--- config.mk ---
export PLATFORM = sky130hd
export DESIGN_NAME = ifns_code_rx_fifo_flat
export DESIGN_NICKNAME = d
export VERILOG_FILES = /design/src/rtl/ifns_code_rx_fifo_if.sv /design/src/rtl/ifns_code_rx_fifo.sv /design/src/flat_wrapper.sv
export SDC_FILE = /design/constraint.sdc
export NUM_CORES = 1
export LEC_CHECK = 0
export BUFFER_PORTS_ARGS = -buffer_cell sky130_fd_sc_hd__buf_2
export CAP_MARGIN = 10
export CORE_ASPECT_RATIO = 2
export CORE_MARGIN = 8
export CORE_UTILIZATION = 50
export CTS_CLUSTER_DIAMETER = 40
export CTS_CLUSTER_SIZE = 16
export DETAILED_ROUTE_END_ITERATION = 16
export PLACE_DENSITY_LB_ADDON = 0.12
export SKIP_CTS_REPAIR_TIMING = 1
export SYNTH_ARGS = -nofsm -noshare
export SYNTH_HDL_FRONTEND = slang
export SYNTH_SLANG_ARGS = --single-unit
--- constraint.sdc ---
create_clock -name clock -period 5.4 [get_ports clock]
set_clock_uncertainty 0.1 [all_clocks]
set_input_delay 1.08 -clock clock [delete_from_list [all_inputs] [get_ports clock]]
set_output_delay 1.08 -clock clock [all_outputs]
set_load 0.02 [all_outputs]
--- src/rtl/ifns_code_rx_fifo_if.sv ---
// ifns_code_rx_fifo_if: link-side and decoder-side valid/ready handshake for the IFNS RX FIFO.
interface ifns_code_rx_fifo_if #(parameter int CODE_W = 33);
   logic              in_valid;
   logic              in_ready;
   logic [CODE_W:1]   in_code;
   logic              out_valid;
   logic              out_ready;
   logic [CODE_W:1]   out_code;
   modport master (output in_valid, in_code, out_ready, input in_ready, out_valid, out_code);
   modport slave  (input in_valid, in_code, out_ready, output in_ready, out_valid, out_code);
endinterface

--- src/rtl/ifns_code_rx_fifo.sv ---
// ifns_code_rx_fifo: show-ahead elastic buffer feeding the IFNS decoder codein[33:1].
// Optional statistics counters built only when IFNS_RX_STATS_EN is defined.
module ifns_code_rx_fifo #(
   parameter int CODE_W = 33,
   parameter int DEPTH  = 4,
   parameter int ADDR_W = 2
) (
   input  logic                 clock,
   input  logic                 rst,
   input  logic                 flush,
   ifns_code_rx_fifo_if.slave   bus,
   output logic [ADDR_W:0]      level,
   output logic [15:0]          word_cnt,
   output logic [15:0]          stall_cnt
);
   localparam logic [ADDR_W:0] FULL = (ADDR_W+1)'(DEPTH);
   logic [CODE_W:1]   mem_q [DEPTH];
   logic [CODE_W:1]   mem_d [DEPTH];
   logic [ADDR_W-1:0] wr_ptr_q, wr_ptr_d, rd_ptr_q, rd_ptr_d;
   logic [ADDR_W:0]   level_q, level_d;
   logic              push, pop;
   assign bus.in_ready  = (level_q != FULL) & ~flush & ~rst;
   assign bus.out_valid = level_q != '0;
   assign bus.out_code  = bus.out_valid ? mem_q[rd_ptr_q] : '0;
   assign level         = level_q;
   // Flush discards whatever handshake happens in its cycle.
   assign push = bus.in_valid & bus.in_ready;
   assign pop  = bus.out_valid & bus.out_ready & ~flush;
   always_comb begin
      mem_d = mem_q;
      if (push) mem_d[wr_ptr_q] = bus.in_code;
      wr_ptr_d = flush ? '0 : wr_ptr_q + ADDR_W'(push);
      rd_ptr_d = flush ? '0 : rd_ptr_q + ADDR_W'(pop);
      level_d  = flush ? '0 : level_q + (ADDR_W+1)'(push) - (ADDR_W+1)'(pop);
   end
   always_ff @(posedge clock) begin
      mem_q <= mem_d;
      if (rst) begin
         wr_ptr_q <= '0;
         rd_ptr_q <= '0;
         level_q  <= '0;
      end else begin
         wr_ptr_q <= wr_ptr_d;
         rd_ptr_q <= rd_ptr_d;
         level_q  <= level_d;
      end
   end
`ifdef IFNS_RX_STATS_EN
   logic [15:0] word_cnt_q, word_cnt_d, stall_cnt_q, stall_cnt_d;
   always_comb begin
      word_cnt_d  = word_cnt_q + 16'(pop && word_cnt_q != 16'hFFFF);
      stall_cnt_d = stall_cnt_q + 16'(bus.in_valid && !bus.in_ready && stall_cnt_q != 16'hFFFF);
   end
   always_ff @(posedge clock) begin
      if (rst) begin
         word_cnt_q  <= '0;
         stall_cnt_q <= '0;
      end else begin
         word_cnt_q  <= word_cnt_d;
         stall_cnt_q <= stall_cnt_d;
      end
   end
   assign word_cnt  = word_cnt_q;
   assign stall_cnt = stall_cnt_q;
`else
   assign word_cnt  = '0;
   assign stall_cnt = '0;
`endif
endmodule

--- src/flat_wrapper.sv ---
// flat-port wrapper written by rule: the top's interface ports become plain ports
module ifns_code_rx_fifo_flat 
#(
   parameter int CODE_W = 33,
   parameter int DEPTH  = 4,
   parameter int ADDR_W = 2
)
  (clock, rst, flush, level, word_cnt, stall_cnt, bus_in_valid, bus_in_code, bus_out_ready, bus_in_ready, bus_out_valid, bus_out_code);
  ifns_code_rx_fifo_if #(.CODE_W(CODE_W)) bus_i ();
  input  logic clock;
  input  logic rst;
  input  logic flush;
  output logic [ADDR_W:0] level;
  output logic [15:0] word_cnt;
  output logic [15:0] stall_cnt;
  input wire logic [$bits(bus_i.in_valid)-1:0] bus_in_valid;
  input wire logic [$bits(bus_i.in_code)-1:0] bus_in_code;
  input wire logic [$bits(bus_i.out_ready)-1:0] bus_out_ready;
  output wire logic [$bits(bus_i.in_ready)-1:0] bus_in_ready;
  output wire logic [$bits(bus_i.out_valid)-1:0] bus_out_valid;
  output wire logic [$bits(bus_i.out_code)-1:0] bus_out_code;
  assign bus_i.in_valid = bus_in_valid;
  assign bus_i.in_code = bus_in_code;
  assign bus_i.out_ready = bus_out_ready;
  assign bus_in_ready = bus_i.in_ready;
  assign bus_out_valid = bus_i.out_valid;
  assign bus_out_code = bus_i.out_code;
  ifns_code_rx_fifo #(.CODE_W(CODE_W), .DEPTH(DEPTH), .ADDR_W(ADDR_W)) u_core (.clock(clock), .rst(rst), .flush(flush), .bus(bus_i), .level(level), .word_cnt(word_cnt), .stall_cnt(stall_cnt));
endmodule
==> run_results.csv <==
group,metric,value,unit
outcome,status,"completed",
power,power.density,365.9,mW/mm2
synth,yosys_warnings,0,
die,core,0.01122,mm2
placement,dp_hpwl,6.088,mm
layout,final_cell_mix,"edfxtp_1 (132), buf_2 (75), and2_1 (33), conb_1 (32), mux4_2 (28)",
sta,min_period,3786,ps
die,start_util,50.69,%
worst_setup_path,worstPathRequired,4220,ps
global_route,antenna_found_initial,0,
drt,wire_per_inst,19.49,um
synth,ys_seq_area_share,72.18,%
power,finalPower,2.460,mW
worst_setup_path,crit_path_end_kind,"output port",
cts,htreeDepth,4,
layout,fillerInstances,862,
placement,place_inst,491,
worst_setup_path,path_max_fanout,23,
drt,drt-total-wl,10.21,mm
synth,ys_ff_latch,139,
worst_setup_path,worstSetupPathType,"reg -> out",
sta,rsz0062_at_grt,"no",
sta,drv_slew,0,
layout,final_nets,410,
synth,synth.distinct_cells,31,
synth,syn_area,0.005685,mm2
sta,setup_viol,0,
job,maxCapViolCount,0,
synth,yosysTopAreaCellShare,69.72,%
power,p_leak,2.406,nW
placement,gp_congestion,0.7574,
placement,pre_cts_slack,1939,ps
power,vdd_drop_max,266.4,uV
layout,diodes,0,
synth,synth_area_per_cell,20.09,um2
sta,relSlewSlack,23.12,%
global_route,grt_use_total,13.92,%
sta,max_freq,264.2,MHz
die,row_count,55,
die,io_pins,108,
die,dieWidth,91.40,um
worst_setup_path,arrival,2610,ps
drt,drt_iter0_drc,120,
global_route,grt_pass1_vias,2874,
cts,cts_tree,"built",
sta,hold_viol,0,
global_route,grt_overflow,0,
cts,worst_skew_pair.late_latency,410,ps
cts,clk_pin_slew_worst_paths,60,ps
die,die_h,166.8,um
layout,final_cells,524,
layout,drive_gt1_share,39.53,%
worst_setup_path,critPathLaunchType,"flop",
drt,final_antenna_net_count,0,
synth,synth_area_leaders,"edfxtp_1 (70%), mux4_2 (11%), buf_4 (4.2%), and2_1 (3.6%), dfxtp_1 (2.5%)",
global_route,grt_pass1_wl,15.81,mm
layout,final_cell_area,0.006723,mm2
global_route,grt_max_degree,36,
drt,drc,0,
cts,cts_made_buffers,17,
synth,synth_largest_area_cell,"edfxtp_1",
cts,cts.sinks,139,
drt,dr_total_vias,2730,
sta,worst_pin_slew,1151,ps
die,die-area,0.01525,mm2
drt,firstDrtPassIters,4,
sta,finalCritPeriodShare,70.10,%
sta,timing.final.ws_setup,1615,ps
cts,clockRootBuffer,"clkbuf_16",
drt,vias_per_cell,5.210,
placement,port_buffers,75,
layout,syn2layout_area_growth,18.24,%
cts,cts_max_path_buffers,2,
layout,final_common_cell,"edfxtp_1",
placement,dpl_cell_area,0.006083,mm2
worst_hold_path,hp-class,"reg -> reg",
synth,netlist_instances,283,
[cell type report]
| type | instances | area, um2 | share of cell area, % |
|---|---|---|---|
| multi-input combinational | 129 | 1383 | 20.57 |
| tap | 142 | 177.7 | 2.643 |
| inverter | 1 | 3.754 | 0.05583 |
| sequential | 139 | 4106 | 61.08 |
| clock buffer | 17 | 425.4 | 6.328 |
| clock inverter | 15 | 186.4 | 2.773 |
| timing repair buffer | 81 | 440.4 | 6.551 |
[synth_stat cells (all sizes together)]
library cell and instances:
nor3b 5, clkbuf 5, nor3 6, nor2 2, ha 2, and2 33, inv 1, nor4b 2
or3b 1, nor4 1, or2 1, mux2 2, o31ai 1, conb 1, o2bb2ai 1, buf 40
dfxtp 7, xnor2 1, edfxtp 132, xnor3 1, or3 1, o311ai 1, nand2b 1, nor4bb 1
fa 1, mux4 33
[flip-flops by register name, indices dropped and copies added (netlist names)]
name,cells
u_core.wr_ptr_q,2
u_core.mem_q,132
u_core.level,3
u_core.rd_ptr_q,2
[per-layer routing]
metal	GRT usage, %	vias to the layer above	share of wire, %
li1	-	1233	-
met5	0	-	0
met2	23.64	87	53
met4	6.246	0	1.5
met3	4.953	12	6.1
met1	15.05	1398	39
[worst paths after layout]
kind / start / to / slack [ps] / cells after the start
setup / recovery: u_core.rd_ptr_q[0]$_SDFF_PP0_ / bus_out_code[0] / 1610 / 4
hold / removal: u_core.wr_ptr_q[1]$_SDFF_PP0_ / u_core.wr_ptr_q[1]$_SDFF_PP0_ / 520 / 2
setup reg to reg: u_core.level[2]$_SDFF_PP0_ / u_core.level[2]$_SDFF_PP0_ / 2780 / 7
hold reg to reg: u_core.wr_ptr_q[1]$_SDFF_PP0_ / u_core.wr_ptr_q[1]$_SDFF_PP0_ / 520 / 2
[where the power goes]
group | internal [mW] | switching (mW) | leakage (nW)
registers | 1.19 | 0.00371 | 1.25
logic | 0.0315 | 0.0620 | 0.868
clock network | 0.733 | 0.440 | 0.287
[cells by family (layout without fill, tap and decap cells)]
kind of cell	count (synthesis)	after routing	share of synthesized area, %
AOI/OAI and AO/OA	3	3	0.4402
xor gates and xnor gates	2	2	0.5502
adders and majority gates	3	3	0.7922
buffers and inverters	46	114	6.140
DFF	139	139	72.18
muxes	35	35	13.80
other	1	32	0.06596
and+or+nand+nor	54	54	6.030
[worst max-delay path, cell delays in order (launching register included)]
cell and delay (ps):
dfxtp_2 880, buf_4 400, mux4_1 570, and2_1 180
buf_2 160
[through the flow]
stage | util, % | setup TNS, ps | hold slack [ps]
finish | 59.93 | 0 | 524.4
global route | 59.93 | 0 | 569.1
CTS | 59.69 | 0 | 523.5
detailed placement | 54.23 | 0 | 501.8
global placement | 54.23 | 0 | 500.3
floorplan | - | -22410 | 446.2
No activity file was read; power rests on OpenSTA's default activity.
